[src/rtl/arith_pkg.sv]
// Shared definitions for the serial add/subtract path: sequencer states and counter sizing.
package arith_pkg;

    typedef enum logic [1:0] {
        IDLE = 2'd0,
        RUN  = 2'd1,
        DONE = 2'd2
    } state_t;

    localparam int DEFAULT_WIDTH = 16;

    // Bit counter width; a 1-bit counter still spans 0..WIDTH-1 when WIDTH is 2.
    function automatic int cnt_w(input int width);
        return (width <= 2) ? 1 : $clog2(width);
    endfunction

    localparam int CNT_W = cnt_w(DEFAULT_WIDTH);

endpackage

[src/rtl/HalfAdder.sv]
// One-bit half adder used as the building block of the shared full adder.
module HalfAdder (
    input  logic a,
    input  logic b,
    output logic sum,
    output logic carry
);

    assign sum   = a ^ b;
    assign carry = a & b;

endmodule

[src/rtl/full_adder_1b.sv]
// One-bit full adder made from two half adders and an OR on their carries.
module full_adder_1b (
    input  logic a,
    input  logic b,
    input  logic cin,
    output logic sum,
    output logic cout
);

    logic s1;
    logic c1;
    logic c2;

    HalfAdder u_ha0 (
        .a     (a),
        .b     (b),
        .sum   (s1),
        .carry (c1)
    );

    HalfAdder u_ha1 (
        .a     (s1),
        .b     (cin),
        .sum   (sum),
        .carry (c2)
    );

    assign cout = c1 | c2;

endmodule

[src/rtl/serial_add_ctrl.sv]
// Bit-serial add/subtract sequencer: one shared full adder processes one operand bit
// per clock, LSB first, behind a start/done handshake.
module serial_add_ctrl
    import arith_pkg::*;
#(
    parameter int WIDTH = 16
) (
    input  logic             clk,
    input  logic             rst_n,
    input  logic             start,
    input  logic             sub,
    input  logic [WIDTH-1:0] a,
    input  logic [WIDTH-1:0] b,
    output logic             busy,
    output logic             done,
    output logic [WIDTH-1:0] sum,
    output logic             carry_out,
    output logic             overflow
);

    localparam int             CW       = cnt_w(WIDTH);
    localparam logic [CW-1:0]  LAST_BIT = CW'(WIDTH - 1);

    state_t           state_q, state_d;
    logic [WIDTH-1:0] a_q, a_d;
    logic [WIDTH-1:0] b_q, b_d;
    logic [WIDTH-1:0] sum_q, sum_d;
    logic [CW-1:0]    cnt_q, cnt_d;
    logic             c_q, c_d;
    logic             carry_out_q, carry_out_d;
    logic             overflow_q, overflow_d;

    logic fa_s;
    logic fa_cout;

    full_adder_1b u_fa (
        .a    (a_q[0]),
        .b    (b_q[0]),
        .cin  (c_q),
        .sum  (fa_s),
        .cout (fa_cout)
    );

    always_comb begin
        state_d     = state_q;
        a_d         = a_q;
        b_d         = b_q;
        sum_d       = sum_q;
        cnt_d       = cnt_q;
        c_d         = c_q;
        carry_out_d = carry_out_q;
        overflow_d  = overflow_q;

        case (state_q)
            IDLE: begin
                if (start) begin
                    // Subtraction is a + ~b + 1; the +1 rides in on the initial carry.
                    a_d     = a;
                    b_d     = sub ? ~b : b;
                    c_d     = sub;
                    cnt_d   = '0;
                    sum_d   = '0;
                    state_d = RUN;
                end
            end
            RUN: begin
                sum_d = {fa_s, sum_q[WIDTH-1:1]};
                a_d   = a_q >> 1;
                b_d   = b_q >> 1;
                c_d   = fa_cout;
                cnt_d = cnt_q + 1'b1;
                if (cnt_q == LAST_BIT) begin
                    carry_out_d = fa_cout;
                    overflow_d  = c_q ^ fa_cout;
                    state_d     = DONE;
                end
            end
            DONE: begin
                state_d = IDLE;
            end
            default: begin
                state_d = IDLE;
            end
        endcase
    end

    always_ff @(posedge clk or negedge rst_n) begin
        if (!rst_n) begin
            state_q     <= IDLE;
            a_q         <= '0;
            b_q         <= '0;
            sum_q       <= '0;
            cnt_q       <= '0;
            c_q         <= 1'b0;
            carry_out_q <= 1'b0;
            overflow_q  <= 1'b0;
        end else begin
            state_q     <= state_d;
            a_q         <= a_d;
            b_q         <= b_d;
            sum_q       <= sum_d;
            cnt_q       <= cnt_d;
            c_q         <= c_d;
            carry_out_q <= carry_out_d;
            overflow_q  <= overflow_d;
        end
    end

    assign busy      = (state_q == RUN);
    assign done      = (state_q == DONE);
    assign sum       = sum_q;
    assign carry_out = carry_out_q;
    assign overflow  = overflow_q;

endmodule

[config.mk]
export PLATFORM = sky130hd
export DESIGN_NAME = serial_add_ctrl
export DESIGN_NICKNAME = d
export VERILOG_FILES = /design/src/rtl/arith_pkg.sv /design/src/rtl/HalfAdder.sv /design/src/rtl/full_adder_1b.sv /design/src/rtl/serial_add_ctrl.sv
export SDC_FILE = /design/constraint.sdc
export NUM_CORES = 1
export LEC_CHECK = 0
export ABC_AREA = 1
export CORE_MARGIN = 2
export CORE_UTILIZATION = 40
export DETAILED_ROUTE_END_ITERATION = 8
export SYNTH_ARGS = -nofsm -noshare
export SYNTH_HDL_FRONTEND = slang
export SYNTH_HIERARCHICAL = 1
export SYNTH_SLANG_ARGS = --single-unit
export TNS_END_PERCENT = 1
[constraint.sdc]
create_clock -name clk -period 2.1 [get_ports clk]
set_clock_uncertainty 0.15 [all_clocks]
set_input_delay 0.525 -clock clk [delete_from_list [all_inputs] [get_ports clk]]
set_output_delay 0.525 -clock clk [all_outputs]
set_load 0.005 [all_outputs]
==> results of run 1 <==
==> worst register-to-register path, cell delays in order (launching register included) <==
cell and delay [ns]:
dfrtp_1 0.42, nand2_4 0.09, buf_4 0.48, nand2_1 0.19
o21ai_1 0.17
==> through the flow <==
stage	power [uW]	utilization [%]
after global placement	3330	50.0
after detailed placement	3370	50.0
after CTS	4380	52.9
final	4310	53.0
after floorplan	2800	-
after global routing	4670	53.0
==> power by group through the flow <==
stage / Clock [uW] / Combinational [uW] / Sequential, uW
6_report: 984 / 1490 / 1830
5_1_grt: 1070 / 1710 / 1890
4_1_cts: 1020 / 1530 / 1830
3_5_place_dp: 0 / 1520 / 1850
3_3_place_gp: 0 / 1490 / 1840
2_1_floorplan: 0 / 1000 / 1800
==> layer usage <==
layer  routed length [um]  track usage, %  vias to the layer above
li1                     -               -                     1244
met1                 2820            21.5                     1127
met2                 2910            29.5                       53
met3                  253            5.00                        8
met4                   92            7.13                        0
met5                    0               0                        -
==> logic make-up (layout without fill, tap and decap cells) <==
family,count (synthesis),after routing,share of synthesized area (%)
and+or+nand+nor,243,243,36.9
AOI/OAI and AO/OA,7,7,1.24
xor gates and xnor gates,3,3,0.933
DFF,57,57,50.6
buffers and inverters,45,104,9.01
adders and majority gates,3,3,1.33
==> flip-flops by register name (all words and copies together), names as in the netlist <==
signal,cells
cnt_q,4
c_q,1
a_q,16
carry_out,1
state_q,2
b_q,16
sum,16
overflow,1
==> timing repair <==
action                                  CTS  global route
hold buffers                              1             0
endpoints found under the setup margin    0             2
hold endpoints to repair                  3             0
gates resized for setup                   0             2
==> worst min-delay path by stage <==
stage                     endpoint  slack [ns]
final                       a_q[9]        0.34
after global routing        a_q[4]        0.37
after CTS                   b_q[1]        0.35
after detailed placement   sum[10]        0.19
after global placement      sum[9]        0.19
after floorplan             a_q[0]        0.08
==> area by class of cell <==
| type | instances | area [sq um] | share of cell area, % |
|---|---|---|---|
| Sequential cell | 57 | 1430 | 39.6 |
| Multi-Input combinational cell | 256 | 1140 | 31.6 |
| Timing Repair Buffer | 65 | 641 | 17.8 |
| Clock buffer | 13 | 149 | 4.14 |
| Tap cell | 96 | 120 | 3.34 |
| Inverter | 23 | 86.3 | 2.40 |
| Clock inverter | 3 | 40.0 | 1.11 |
==> cells in the final DEF, fill, tap and decap left out, drive strengths merged, types with 2 or more instances in the layout <==
| cell | synthesis | final |
|---|---|---|
| dlymetal6s2s | 0 | 2 |
| xnor2 | 2 | 2 |
| nand2 | 153 | 153 |
| clkbuf | 2 | 13 |
| ha | 3 | 3 |
| buf | 20 | 10 |
| nor2 | 4 | 4 |
| dfrtp | 57 | 57 |
| nand3 | 85 | 85 |
| inv | 23 | 23 |
| clkdlybuf4s50 | 0 | 52 |
| o21ai | 6 | 6 |
| clkinv | 0 | 2 |
==> impl_metrics.ini, run 1 <==
[logic_synthesis]
synth_warnings = 6
netlist_instances = 358
synth_nets = 397
synth_commonest_cells = nand2_1 (151), nand3_1 (85), dfrtp_1 (57)
ys_ff_latch = 57
ys_types = 20
synth.most_common_cell = nand2_1
ys.flop_type = dfrtp_1
yosysTopAreaCell = dfrtp_1
synth_edf_count = 0
avgSynthCellArea_sq_um = 7.87
yosys-top-cells-area = dfrtp_1 (51%), nand2_1 (20%), nand3_1 (15%)
synth-seq-area-share_pct = 50.6
ys_async_sr_fraction_pct = 100
synth_top_area_share_pct = 50.6
synth_area_sq_um = 2820

[floorplanning]
die_area_sq_um = 7730
die_w_um = 87.9
pin_count = 56
die_h_um = 87.9
rows = 30
start_util_pct = 41.5
coreArea_sq_um = 6790

[min_path]
worstHoldStart = a_q[10]
worstHoldPathCells = 2
hold_path.class = flop to flop

[setup_path]
worstRegToRegCells = 4
critical_path.startpoint = sum[14]
rrSetupSlack_ns = 0.53
cpPeakStageDelay_ns = 0.52
cp.depth = 1
r2r_start = state_q[0]
critPathCapture = sum[14]
cp_num_buf_inv = 1
cp_max_fo = 3
critPathArrivalTime_ns = 1.26
path_delay_family = buffers and inverters
r2r-end = sum[15]
slowest_stage = clkdlybuf4s50_1
cp.required_ns = 1.42
crit_type = flop to output port
end_kind = output port
path_cells = clkdlybuf4s50_1
crit_path_start_kind = flop

[sta]
worst_pin_slew_ns = 0.591
setup_viol = 0
maxSlewViolCount = 0
period_share_pct = 92.0
whs_ns = 0.340
worst_slack_ns = 0.168
relSlewSlack_pct = 60.6
setup_tns_ns = 0
fmax_mhz = 518
min_period_ns = 1.93
hold_violations = 0
rsz0062_at_grt = no

[place]
placed_area_sq_um = 3400
hpwl_mm = 3.91
dp_cells = 496
io_buffer_count = 55
dp_slack_ns = 0.142
place.gp.congestion = 0.736

[routing]
drt-initial-drc-count = 123
drt_pass1_iterations = 4
ant_nets = 0
avgRoutedWirePerCell_um = 11.8
vias = 2432
wl_mm = 6.08
via_per_inst = 4.74
route.detailed.drc = 0

[finish]
fillerInstances = 696
drive_gt1_share_pct = 7.19
diodes = 0
synthToLayoutAreaGrowth_pct = 27.8
design_area_sq_um = 3600
layout.nets = 451
final_cells = 513

[cts]
clock_latency_ns = 0.33
cts_setup_buffers = 0
cts_buffers = 9
htreeDepth = 3
cts_root_buffer = clkbuf_8
clk_pin_slew_worst_paths_ns = 0.06
cts_sinks = 57
cts_tree = yes
cts_max_path_buffers = 2

[global_route]
grt_pass1_vias = 2410
grt_antenna_before_repair = 0
grt_pass1_wl_mm = 10.6
grt_overflow = 0
grt_usage_pct = 17.7
grt_max_degree = 58

[power]
vdd_drop_max_v = 0.000328
power_frac_seq_pct = 42.5
switching_share_pct = 34.5
p_clk_share_pct = 22.8
pwr-share-comb_pct = 34.7
p_switching_uw = 1490
p_int_uw = 2820
p_leak_uw = 0.00185
p_per_area_nw_per_um2 = 1200

[job]
cap_violations = 0

[outcome]
status = finished clean
No activity file was read; power rests on OpenSTA's default activity.
==> inputs of run 2 (changes only) <==
--- a/config.mk
+++ b/config.mk
@@ -6,9 +6,10 @@
 export NUM_CORES = 1
 export LEC_CHECK = 0
 export ABC_AREA = 1
-export CORE_MARGIN = 2
-export CORE_UTILIZATION = 40
+export CORE_MARGIN = 1
+export CORE_UTILIZATION = 51
 export DETAILED_ROUTE_END_ITERATION = 8
+export PLACE_DENSITY = 0.79
 export SYNTH_ARGS = -nofsm -noshare
 export SYNTH_HDL_FRONTEND = slang
 export SYNTH_HIERARCHICAL = 1
==> run 2 against run 1 <==
Compared with the run above:
- first-iteration DRC count rose by 19%
- sequential share of layout area shrank 0.19 points
- sequential cell count unchanged
- critical endpoint is now sum[3]
- largest cell class unchanged
==> impl_metrics.ini, run 2 (same netlist as run 1, synthesis figures left out) <==
[cts]
clock_latency_ns = 0.33
cts_buffers = 9
cts_hold_buf = 0
cts_setup_buffers = 0
clk_pin_slew_worst_paths_ns = 0.06
cts_tree = yes
cts_sinks = 57
cts_max_path_buffers = 2
cts_root_buffer = clkbuf_8
cts-resized-gates = 1
htreeDepth = 3

[sta]
maxSlewViolCount = 0
period_share_pct = 90.3
worst_pin_slew_ns = 0.571
setup_viol = 0
worst_slack_ns = 0.203
hold_violations = 0
relSlewSlack_pct = 62.0
min_period_ns = 1.90
fmax_mhz = 527
setup_tns_ns = 0
rsz0062_at_grt = no
whs_ns = 0.0388

[power]
p_switching_uw = 1500
vdd_drop_max_v = 0.000738
p_total_uw = 4560
pwr-share-comb_pct = 32.8
switching_share_pct = 32.9
p_int_uw = 3060
p_clk_share_pct = 27.1
power_frac_seq_pct = 40.1
p_per_area_nw_per_um2 = 1260
p_leak_uw = 0.00187

[finish]
layout.nets = 448
synthToLayoutAreaGrowth_pct = 28.4
fillerInstances = 440
diodes = 0
layout_commonest_cell = nand2_1
design_area_sq_um = 3620
multi_input_area_sq_um = 1140
regArea_sq_um = 1430
drive_gt1_share_pct = 7.49
layout_common_cells = nand2_1 (151), nand3_1 (85), dfrtp_1 (57)

[outcome]
status = finished clean

[floorplanning]
rows = 26
pin_count = 56
die_h_um = 76.3
coreArea_sq_um = 5200
die_area_sq_um = 5830
start_util_pct = 54.1
die_w_um = 76.3

[setup_path]
path_delay_family = buffers and inverters
cp_max_fo = 3
crit_path_start_kind = flop
path_cells = clkdlybuf4s50_1
critPathArrivalTime_ns = 1.22
cp.required_ns = 1.42
cpPeakStageDelay_ns = 0.51
slowest_stage = clkdlybuf4s50_1
rrSetupSlack_ns = 0.55
end_kind = output port
crit_type = flop to output port
cp_num_buf_inv = 1

[global_route]
grt_max_degree = 58
grt_overflow = 0
grt_usage_pct = 21.6
grt_pass1_vias = 2297
grt_pass1_wl_mm = 10.0
grt_antenna_before_repair = 0

[min_path]
hold_path.class = primary input to async pin

[place]
io_buffer_count = 55
hpwl_mm = 3.54
place.gp.congestion = 0.766
placed_area_sq_um = 3370
dp_slack_ns = 0.302

[routing]
avgRoutedWirePerCell_um = 11.7
drt-initial-drc-count = 146
via_per_inst = 5.02
vias = 2431
wl_mm = 5.66
drt_pass1_iterations = 5
ant_nets = 0
route.detailed.drc = 0

[job]
cap_violations = 0
[run 2: power by group through the flow]
stage / clock, uW / sequential [uW] / combinational (uW)
floorplan: 0 / 1800 / 1000
CTS: 1260 / 1830 / 1510
detailed placement: 0 / 1840 / 1510
finish: 1240 / 1830 / 1500
global route: 1300 / 1890 / 1700
global placement: 0 / 1830 / 1480
[run 2: area by class of cell]
type	count	area share, %
Clock buffer	10	3.80
Clock inverter	6	2.91
Inverter	23	2.39
Multi-Input combinational cell	256	31.4
Sequential cell	57	39.4
Tap cell	70	2.42
Timing Repair Buffer	62	17.6
[run 2: final timing paths]
| path | start | end | depth (start not counted) |
|---|---|---|---|
| max in group asynchronous | rst_n | b_q[13] | 2 |
| min in group clk | a_q[2] | a_q[1] | 2 |
| min reg2reg | a_q[2] | a_q[1] | 2 |
| min | rst_n | sum[6] | 2 |
| max | sum[3] | sum[3] | 1 |
| max reg2reg | a_q[0] | overflow | 7 |
[run 2: routing by layer]
metal  global-route usage (%)  vias up  routed length, um
met5                        0        -                  0
met4                     10.4        0                 95
met3                     3.59        9                235
met2                     34.6       70               2680
met1                     28.5     1113               2660
li1                         -     1239                  -
[run 2: through the flow]
step	std cells	utilization (%)
floorplan	358	-
global placement	468	64.8
detailed placement	468	64.8
CTS	484	69.4
global route	484	69.5
finish	484	69.5
==> inputs of run 3 (changes only) <==
--- a/config.mk
+++ b/config.mk
@@ -7,9 +7,8 @@
 export LEC_CHECK = 0
 export ABC_AREA = 1
 export CORE_MARGIN = 1
-export CORE_UTILIZATION = 51
+export CORE_UTILIZATION = 30
 export DETAILED_ROUTE_END_ITERATION = 8
-export PLACE_DENSITY = 0.79
 export SYNTH_ARGS = -nofsm -noshare
 export SYNTH_HDL_FRONTEND = slang
 export SYNTH_HIERARCHICAL = 1
==> run 3 against run 2 <==
Compared with the run above:
- maximum frequency up 0.22%
- sequential share of layout area about the same
- highest routed layer unchanged
- core utilization down 29 points
- via count down 1.3%
- register-to-register slack better by 0.02 ns
- non-clock buffer count up 3
- design area about the same
- setup slack better by 0.0042 ns
==> impl_metrics.ini, run 3 (same netlist as run 1, synthesis figures left out) <==
[outcome]
status = finished clean

[cts]
cts_tree = yes
clock_latency_ns = 0.33
cts_sinks = 57
cts_hold_buf = 0
cts_max_path_buffers = 2
htreeDepth = 3
cts_root_buffer = clkbuf_8
cts_buffers = 9
clk_pin_slew_worst_paths_ns = 0.07

[sta]
worst_slack_ns = 0.207
hold_violations = 0
maxSlewViolCount = 0
setup_tns_ns = 0
worst_pin_slew_ns = 0.581
setup_viol = 0
period_share_pct = 90.1
relSlewSlack_pct = 61.3
fmax_mhz = 528
min_period_ns = 1.89
rsz0062_at_grt = no
whs_ns = 0.0250

[routing]
avgRoutedWirePerCell_um = 11.8
drt_pass1_iterations = 4
drt-initial-drc-count = 126
vias = 2399
via_per_inst = 4.57
ant_nets = 0
wl_mm = 6.21
route.detailed.drc = 0

[setup_path]
cp_num_buf_inv = 1
slowest_stage = clkdlybuf4s50_1
cp.required_ns = 1.42
crit_type = flop to output port
path_delay_family = buffers and inverters
cpPeakStageDelay_ns = 0.52
cp_max_fo = 3
critPathArrivalTime_ns = 1.22
end_kind = output port
path_cells = clkdlybuf4s50_1
crit_path_start_kind = flop

[power]
p_switching_uw = 1510
switching_share_pct = 35.5
p_leak_uw = 0.00183
p_total_uw = 4250
p_per_area_nw_per_um2 = 1170
p_int_uw = 2740
p_clk_share_pct = 21.4
vdd_drop_max_v = 0.000465
pwr-share-comb_pct = 35.6
power_frac_seq_pct = 43.0

[finish]
synthToLayoutAreaGrowth_pct = 28.3
drive_gt1_share_pct = 7.67
layout_commonest_cell = nand2_1
layout_common_cells = nand2_1 (151), nand3_1 (85), dfrtp_1 (57)
layout.nets = 451
fillerInstances = 908
diodes = 0

[min_path]
hold_path.class = primary input to async pin

[global_route]
grt_pass1_wl_mm = 10.5
grt_pass1_vias = 2214
grt_usage_pct = 13.6
grt_max_degree = 58
grt_overflow = 0
grt_antenna_before_repair = 0

[floorplanning]
coreArea_sq_um = 8890
pin_count = 56
start_util_pct = 31.7
die_h_um = 98.9
rows = 34
die_area_sq_um = 9780
die_w_um = 98.9

[place]
io_buffer_count = 55
place.gp.congestion = 0.765
hpwl_mm = 4.04
dp_slack_ns = 0.239

[job]
cap_violations = 0
-- run 3: stage by stage --
stage / util (%) / cells / cell area, sq um
after CTS: 40.7 / 525 / 3610
final: 40.7 / 525 / 3610
after global routing: 40.7 / 525 / 3610
after global placement: 38.6 / 508 / 3440
after detailed placement: 38.6 / 508 / 3440
after floorplan: - / 358 / 2820
-- run 3: timing repair --
item,4_1_cts,5_1_grt
resized for setup,2,0
endpoints found under the setup margin,2,0
buffers inserted,1,0
-- run 3: cell type report --
class	instances	area [sq um]	area share, %
inverter	23	86.3	2.39
timing repair buffer	65	656	18.1
multi-input combinational	256	1140	31.5
clock buffer	13	159	4.40
tap	108	135	3.74
clock inverter	3	15.0	0.415
sequential	57	1430	39.5
-- run 3: path summary, 6_finish.rpt --
path                                 start        to  slack [ns]  cells after the start
worst min-delay path                 rst_n    sum[3]        0.03                      1
worst min register to register     a_q[13]   a_q[12]        0.34                      2
min in group clk                   a_q[13]   a_q[12]        0.34                      2
max in group asynchronous            rst_n   b_q[10]        1.24                      2
worst max register to register  state_q[0]  cnt_q[0]        0.57                      4
worst max-delay path               sum[12]   sum[12]        0.21                      1
-- run 3: routing by layer --
| metal | vias to the layer above | share of wire, % | track usage [%] |
|---|---|---|---|
| li1 | 1247 | - | - |
| met1 | 1078 | 49 | 18.4 |
| met2 | 68 | 44 | 20.3 |
| met3 | 6 | 5.7 | 4.04 |
| met4 | 0 | 1.3 | 5.51 |
| met5 | - | 0 | 0 |
-- run 3: power by group through the flow --
stage	Sequential [uW]	Clock [uW]	Combinational, uW
6_report	1830	908	1510
5_1_grt	1890	983	1710
4_1_cts	1830	927	1540
3_5_place_dp	1840	0	1540
3_3_place_gp	1830	0	1510
2_1_floorplan	1800	0	1000
